## src/rtl/ctx_seq_pkg.sv

```systemverilog
// Shared types and constants for the register-context save/restore sequencer.
package ctx_seq_pkg;

  typedef enum logic [1:0] {
    IDLE    = 2'd0,
    SAVE    = 2'd1,
    RESTORE = 2'd2,
    DONE    = 2'd3
  } ctx_state_e;

  localparam int         NREGS    = 32;
  localparam logic [4:0] IDX_LAST = 5'd31;
  localparam int         CTX_W    = 2;

endpackage

```

## src/rtl/ctx_shadow_ram.sv

```systemverilog
// Shadow banks for saved register contexts: one synchronous write port,
// one combinational read port, and a per-bank "holds a saved context" bit.
module ctx_shadow_ram
  import ctx_seq_pkg::*;
#(
  parameter int NUM_CTX = 3,
  parameter int DW      = 32,
  parameter int AW      = 5
) (
  input  logic               clk,
  input  logic               rst_n,
  input  logic               wr_en,
  input  logic [CTX_W-1:0]   wr_bank,
  input  logic [AW-1:0]      wr_idx,
  input  logic [DW-1:0]      wr_data,
  input  logic               set_valid,
  input  logic [CTX_W-1:0]   rd_bank,
  input  logic [AW-1:0]      rd_idx,
  output logic [DW-1:0]      rd_data,
  output logic [NUM_CTX-1:0] valid
);

  localparam int DEPTH  = NUM_CTX * (2 ** AW);
  localparam int ADDR_W = $clog2(DEPTH);

  logic [DW-1:0]          mem_q [DEPTH];
  logic [NUM_CTX-1:0]     valid_q;
  logic [CTX_W+AW-1:0]    wr_full;
  logic [CTX_W+AW-1:0]    rd_full;
  logic [ADDR_W-1:0]      wr_addr;
  logic [ADDR_W-1:0]      rd_addr;

  // Bank number forms the upper address bits; banks >= NUM_CTX never reach here.
  assign wr_full = {wr_bank, wr_idx};
  assign rd_full = {rd_bank, rd_idx};
  assign wr_addr = wr_full[ADDR_W-1:0];
  assign rd_addr = rd_full[ADDR_W-1:0];

  always_ff @(posedge clk) begin
    if (wr_en) begin
      mem_q[wr_addr] <= wr_data;
    end
  end

  assign rd_data = mem_q[rd_addr];

  always_ff @(posedge clk or negedge rst_n) begin
    if (!rst_n) begin
      valid_q <= '0;
    end else if (set_valid) begin
      valid_q[wr_bank] <= 1'b1;
    end
  end

  assign valid = valid_q;

endmodule

```

## src/rtl/reg_ctx_sequencer.sv

```systemverilog
// Serial register-file context save/restore engine (one word per cycle).
// Define CTX_SEQ_CHECKSUM_EN to add per-bank XOR checksums and the chk_err output.
module reg_ctx_sequencer
  import ctx_seq_pkg::*;
#(
  parameter int NUM_CTX = 3,
  parameter int DW      = 32,
  parameter int AW      = 5
) (
  input  logic          clk,
  input  logic          rst_n,
  input  logic          save_req,
  input  logic          restore_req,
  input  logic [1:0]    ctx_sel,
  output logic          busy,
  output logic          done,
  output logic          err,
  output logic [AW-1:0] rf_rd_num,
  input  logic [DW-1:0] rf_rd_data,
  output logic          rf_we,
  output logic [AW-1:0] rf_w_num,
  output logic [DW-1:0] rf_din
`ifdef CTX_SEQ_CHECKSUM_EN
  ,
  output logic          chk_err
`endif
);

  ctx_state_e         state_q, state_d;
  logic [AW-1:0]      idx_q, idx_d;
  logic [CTX_W-1:0]   bank_q, bank_d;
  logic               err_q, err_d;
  logic [NUM_CTX-1:0] bank_valid;
  logic [3:0]         valid_pad;
  logic               ctx_ok;
  logic               last_word;
  logic [DW-1:0]      shadow_rd;

  ctx_shadow_ram #(
    .NUM_CTX (NUM_CTX),
    .DW      (DW),
    .AW      (AW)
  ) u_shadow (
    .clk       (clk),
    .rst_n     (rst_n),
    .wr_en     (state_q == SAVE),
    .wr_bank   (bank_q),
    .wr_idx    (idx_q),
    .wr_data   (rf_rd_data),
    .set_valid (state_q == SAVE && last_word),
    .rd_bank   (bank_q),
    .rd_idx    (idx_q),
    .rd_data   (shadow_rd),
    .valid     (bank_valid)
  );

  assign ctx_ok    = ({1'b0, ctx_sel} < 3'(NUM_CTX));
  assign last_word = (idx_q == IDX_LAST);

  always_comb begin
    valid_pad                = '0;
    valid_pad[NUM_CTX-1:0]   = bank_valid;
  end

  always_comb begin
    state_d = state_q;
    idx_d   = idx_q;
    bank_d  = bank_q;
    err_d   = 1'b0;
    case (state_q)
      IDLE: begin
        // A simultaneous restore request is dropped without an error.
        if (save_req) begin
          if (ctx_ok) begin
            state_d = SAVE;
            bank_d  = ctx_sel;
            idx_d   = '0;
          end else begin
            err_d = 1'b1;
          end
        end else if (restore_req) begin
          if (ctx_ok && valid_pad[ctx_sel]) begin
            state_d = RESTORE;
            bank_d  = ctx_sel;
            idx_d   = '0;
          end else begin
            err_d = 1'b1;
          end
        end
      end
      SAVE, RESTORE: begin
        if (last_word) begin
          state_d = DONE;
        end else begin
          idx_d = idx_q + 1'b1;
        end
      end
      DONE:    state_d = IDLE;
      default: state_d = IDLE;
    endcase
  end

  always_ff @(posedge clk or negedge rst_n) begin
    if (!rst_n) begin
      state_q <= IDLE;
      idx_q   <= '0;
      bank_q  <= '0;
      err_q   <= 1'b0;
    end else begin
      state_q <= state_d;
      idx_q   <= idx_d;
      bank_q  <= bank_d;
      err_q   <= err_d;
    end
  end

  assign busy      = (state_q != IDLE);
  assign done      = (state_q == DONE);
  assign err       = err_q;
  assign rf_rd_num = idx_q;
  // Register 0 is hard-wired zero, so the restore pass skips writing it.
  assign rf_we     = (state_q == RESTORE) && (idx_q != '0);
  assign rf_w_num  = idx_q;
  assign rf_din    = (state_q == RESTORE) ? shadow_rd : '0;

`ifdef CTX_SEQ_CHECKSUM_EN
  logic [DW-1:0] acc_q, acc_d;
  logic [DW-1:0] chk_q [NUM_CTX];
  logic          chk_mis_q;
  logic [DW-1:0] word;

  assign word = (state_q == SAVE) ? rf_rd_data : shadow_rd;

  always_comb begin
    acc_d = acc_q;
    if (state_q == SAVE || state_q == RESTORE) begin
      acc_d = ((idx_q == '0) ? '0 : acc_q) ^ word;
    end
  end

  always_ff @(posedge clk or negedge rst_n) begin
    if (!rst_n) begin
      acc_q     <= '0;
      chk_mis_q <= 1'b0;
      for (int i = 0; i < NUM_CTX; i++) begin
        chk_q[i] <= '0;
      end
    end else begin
      acc_q     <= acc_d;
      chk_mis_q <= (state_q == RESTORE && last_word) ? (acc_d != chk_q[bank_q]) : 1'b0;
      if (state_q == SAVE && last_word) begin
        chk_q[bank_q] <= acc_d;
      end
    end
  end

  assign chk_err = (state_q == DONE) && chk_mis_q;
`endif

endmodule
```

## config.mk

```make
export PLATFORM = sky130hd
export DESIGN_NAME = reg_ctx_sequencer
export DESIGN_NICKNAME = d
export VERILOG_FILES = /design/src/rtl/ctx_seq_pkg.sv /design/src/rtl/ctx_shadow_ram.sv /design/src/rtl/reg_ctx_sequencer.sv
export SDC_FILE = /design/constraint.sdc
export NUM_CORES = 2
export LEC_CHECK = 0
export BUFFER_PORTS_ARGS = -buffer_cell sky130_fd_sc_hd__buf_2
export CORE_MARGIN = 4
export CORE_UTILIZATION = 33
export CTS_CLUSTER_SIZE = 8
export DETAILED_ROUTE_END_ITERATION = 10
export PLACE_DENSITY_LB_ADDON = 0.3
export SYNTH_ARGS = -nofsm -noshare
export SYNTH_HDL_FRONTEND = slang
export SYNTH_SLANG_ARGS = --single-unit
```

## constraint.sdc

```tcl
create_clock -name clk -period 5.2 [get_ports clk]
set_input_delay 1.04 -clock clk [delete_from_list [all_inputs] [get_ports clk]]
set_output_delay 1.04 -clock clk [all_outputs]
set_load 0.01 [all_outputs]
```

# Yosys cells after proc, flatten, opt, wreduce, memory -nomap -nowiden

Memories as Yosys holds them, arrays and structs flattened.
Index checks and enable logic that the tools add are counted.
W data, S select, Z words.

Register bits: 13
Memory bits (writable): 3072
Output and inout bits: 46
Memories kept: 1

$add $sub $neg: 1
Order comparisons: 4
Eq/ne operators: 10
Multiplexer cells: 28
Bitwise gates (word level): 1
Reductions and logical operators: 14

Memory list:

| memory         | depth | width | read ports | clocked after memory_dff | wr ports | RTL line             | source |
|---|---|---|---|---|---|---|---|
| u_shadow.mem_q | 96    | 32    | 1          | 0                        | 1        | ctx_shadow_ram.sv:26 | `logic [DW-1:0] mem_q [DEPTH];` |

Operators by type and width:

| kind                  | count |
|---|---|
| $mux W32              | 1 |
| $mux W5               | 5 |
| $mux W2               | 9 |
| $pmux W5 S2           | 1 |
| $mux W1               | 9 |
| $ne A3 B3 Y1 const B  | 3 |
| $reduce_and A4 Y1     | 2 |
| $reduce_bool A2 Y1    | 4 |
| $lt A2 B3 Y1 const B  | 2 |
| $pmux W2 S3           | 1 |
| $add A5 B1 Y5 const B | 1 |
| $eq A5 B5 Y1 const B  | 1 |
| $reduce_and A5 Y1     | 1 |
| $reduce_bool A5 Y1    | 1 |
| $eq A2 B2 Y1 const B  | 2 |
| $logic_and A1 B1 Y1   | 4 |
| $ne A2 B2 Y1 const B  | 2 |
| $or A3 B3 Y3          | 1 |
| $bmux W1 S2           | 1 |
| $demux W1 S2          | 1 |
| $eq A2 B1 Y1 const B  | 1 |
| $ge A2 B1 Y1 const B  | 1 |
| $logic_not A2 Y1      | 1 |
| $lt A2 B2 Y1 const B  | 1 |
| 2 further kinds       | 2 |

# Longest topological paths before layout

Depth after elaboration: 7
Gate-level depth with buffers: 13
Mapped depth without buffers: 8

# Modules after synthesis

Synthesis repeated with hierarchy kept, for this count alone.

Cells, all modules: 5419
Area total of the unflattened synthesis: 119195.6 um2

Modules (own cells, without submodules):

| module            | times used | cells each | area each (um2) | seq. area each (um2) |
|---|---|---|---|---|
| ctx_shadow_ram    | 1          | 5301       | 118193.4        | 92323.5 |
| reg_ctx_sequencer | 1          | 118        | 1002.2          | 250.2 |

# Least setup slack after synthesis

OpenSTA, ideal clock, no wires.

Path kind: reg-to-reg
From: reg idx_q[2], in the netlist rf_rd_num[2]
To: mem u_shadow.mem_q[58][0], enable pin
Data arrival time: 3.929 ns
Data required time: 4.739 ns
Path slack: 0.810 ns
Cell stages (with the launch flop): 9
Path buffers: 7
Cell sequence: dfrtp_1 buf_2 buf_2 buf_2 buf_2 buf_2 buf_2 buf_1 nor3_1

RTL lines:

| element                | RTL line                 | source |
|---|---|---|
| start, declared        | reg_ctx_sequencer.sv:30  | `logic [AW-1:0] idx_q, idx_d;` |
| start signal, assigned | reg_ctx_sequencer.sv:111 | `idx_q <= idx_d;` |
| end, declared          | ctx_shadow_ram.sv:26     |  |

No word-level cell before the write port.

# Worst setup path after layout

From: reg idx_q[0], in the netlist rf_rd_num[0]
To: out rf_din[11]

Longest elaborated chain between the ends: 2

RTL lines:

| element         | RTL line                 | source |
|---|---|---|
| $mem_v2 Z96 W32 | --                       |  |
| $mux W32        | reg_ctx_sequencer.sv:124 | `assign rf_din = (state_q == RESTORE) ? shadow_rd : '0;` |
| end, declared   | reg_ctx_sequencer.sv:22  | `output logic [DW-1:0] rf_din` |

No other way between the ends.

==> run metrics <==
critical setup path kind flip-flop to output port; top cells by area, synth edfxtp_1, mux4_2, mux2i_1; nets@finish 6368; mux contribution to synthesized area 13.5%; Die Span Y 607 um; Synth Area in Compound Gates 5.06%; Power per Cell Area 519 mW/mm^2; Simple-Gate Fraction of Synth Area 1.80%; clk buf depth 4; post-synthesis sequential area ratio 78.1%; Fillers 31500; Area Growth Syn to Fin 20.1%; Worst-Margin Slew 1.24 ns; PnR worst setup slack -0.0367 ns; top_reg_cell synth edfxtp_1; H-tree Lvls 5; I/O Buffers 83; die area 0.369 mm^2; library cells used by synthesis 66; initial antenna violation count 40; Slew Limit Headroom 17.7%; required time of the critical path 4.16 ns; Final Skew 0.0928 ns; Critical Path AT 4.20 ns; wire length per cell 33.6 um; crit-path max FO 8; clk slew on worst S/H paths 0.05 ns; Overflow after GRT 0; adder-cell share of the synthesized area 0.0739%; CP endpoint kind output port; DP HPWL 216 mm; EDFF count, synth 3072; global-route wire length before repair 516 mm; maximum VDD drop 0.000346 V; final hold violations 0; Worst Hold Class input pin to asynchronous set/reset pin; violated checks setup timing; initial DRC count 8857; Seq cells post-synth 3085; Setup WS pre-CTS -0.0873 ns; largest net degree at the start of global routing 97; mean post-synth cell area 21.1 um^2; Slew Limit Fails 0; vias in the first global route 63500; Yosys top cell by area edfxtp_1; min Tclk post-route 5.24 ns; outcome complete, but fails checks; multi-input logic area 0.0257 mm^2; via count 63500; DRC 0; Synth top area share 77.8%; TritonCTS Sinks 3085; Vias/cell 5.70; register area 0.0926 mm^2; share of layout cells above drive strength 1 30.6%; clock root buffer clkbuf_16; FP Rows 219; Synth Cell Area 0.119 mm^2; main combinational cell family by area after synthesis multiplexers; Post-Syn Nets 5669; Syn Inst Count 5624; sum of negative setup slack -0.0716 ns; Initial Util 33.2%; gpl congestion 0.859; CTS buffer count 428; Die W 607 um; TritonCTS clock tree done; post-detailed-route count of antenna-violating nets 0; Final Cycle Share 101%; LEAKAGE 44.6 nW; synth warn 0; DRT Pass-1 Iters 8; Async SR Flop Fraction 0.421%; Core Region 0.357 mm^2; num ports 84; GRT Util Overall 19.7%; Startpoint Class flip-flop; RSZ-0062 raised after global routing true; endpoints failing setup 3; routed wire length 375 mm; Skew-Pair Late Insertion Delay 0.93 ns; Max Cap Viol 0; Post-Synth XOR/XNOR Area 0%; Fmax 0.191 GHz
metal layers:
metal  track usage, %  up-vias  part of all wire [%]
met5                0        -                 0.021
met4             7.35       12                   4.0
met3             3.51      586                   8.3
met2             32.0     3295                    48
met1             26.5    34500                    40
li1                 -    25100                     -
worst paths after layout:
check / start / end / slack [ns] / depth (start not counted)
min in group clk: u_shadow.valid[2] / u_shadow.valid[2] / 0.47 / 1
max in group asynchronous: rst_n / rf_rd_num[4] / 4.72 / 1
worst min register to register: u_shadow.valid[2] / u_shadow.valid[2] / 0.47 / 1
worst max register to register: rf_rd_num[4] / u_shadow.mem_q[53][27] / 1.16 / 5
worst min-delay path: rst_n / rf_rd_num[0] / 0.07 / 1
worst max-delay path: rf_rd_num[0] / rf_din[11] / -0.04 / 11
cell usage in the layout, fill, tap and decap left out, types with 17 or more instances in the layout:
cell / count
a21oi_1: 67
buf_12: 75
a211oi_1: 17
a221oi_1: 143
edfxtp_1: 3072
mux4_2: 568
a22oi_1: 99
a21bo_2: 30
nor3_1: 21
nor2_1: 73
mux2i_1: 260
nor2_4: 87
buf_6: 31
a222oi_1: 35
buf_4: 425
nand2_1: 152
clkbuf_16: 438
nor2b_1: 17
clkbuf_1: 39
buf_2: 45
mux2_2: 39
buf_16: 29
o21ai_0: 97
o22ai_1: 95
a22o_1: 31
nand3_1: 17
cell type report:
type,count,area share (%)
well taps,4751,4.18
clock inverters,19,0.295
clock buffers,472,7.72
diodes,12,0.0211
multi-input cells,2166,18.0
flip-flops and latches,3085,65.1
repair buffers,624,4.63
inverters,18,0.0633
worst max-delay path: stages (launching register included):
cell     delay (ns)
dfrtp_4        0.55
buf_6          0.14
buf_12         0.17
buf_16         0.14
buf_12         0.13
mux4_2         0.50
mux4_2         0.58
mux2i_4        0.33
nor2_1         0.08
buf_4          0.18
a41o_1         0.26
buf_2          0.16
Yosys cell counts (all sizes together), types with 18 or more instances:
master and n:
a211oi 18, a21bo 30, a21oi 73, a221oi 160, a222oi 35, a22o 31, a22oi 103, buf 219
clkbuf 137, edfxtp 3072, mux2 39, mux2i 274, mux4 568, nand2 156, nor2 168, nor2b 25
nor3 35, o21ai 109, o22ai 100, o32ai 18
registers in the layout (all words and copies together), names as in the netlist:
| name | count |
|---|---|
| u_shadow.mem_q | 3072 |
| err | 1 |
| u_shadow.valid | 3 |
| rf_rd_num | 5 |
| bank_q | 2 |
| state_q | 2 |
through the flow:
step	power (W)	hold slack, ns	utilization [%]	instance area [um^2]	std cells
after CTS	0.0739	0.0368	39.7	142000	11100
after global routing	0.0762	0.0443	39.9	142000	11100
after floorplan	0.0389	0.441	-	119000	5624
final	0.0739	0.0747	39.9	142000	11100
after detailed placement	0.0474	0.464	36.0	128000	10500
after global placement	0.0473	0.466	36.0	128000	10500
logic make-up (layout without fill, tap and decap cells):
logic type      after synthesis  in the layout
compound gates              801            801
mux                         881            881
other cells                   0             12
flops                      3085           3085
simple gates                476            477
fa+ha+maj                     7              7
buf+inv                     374           1133
timing repair:
item                       4_1_cts  5_1_grt
pin swaps                       15       18
setup endpoints to repair       32       31
setup buffers                   68       11
cloned                          20        6
resized for setup              180       69
hold buffers                     0        0
power breakdown:
part	total [W]	internal, W	switching, W
clock	0.0246	0.0147	0.00987
combinational	0.0213	0.00901	0.0123
sequential	0.0280	0.0278	0.000209
total	0.0739	0.0515	0.0224
Power figures use the tool's default switching activity.
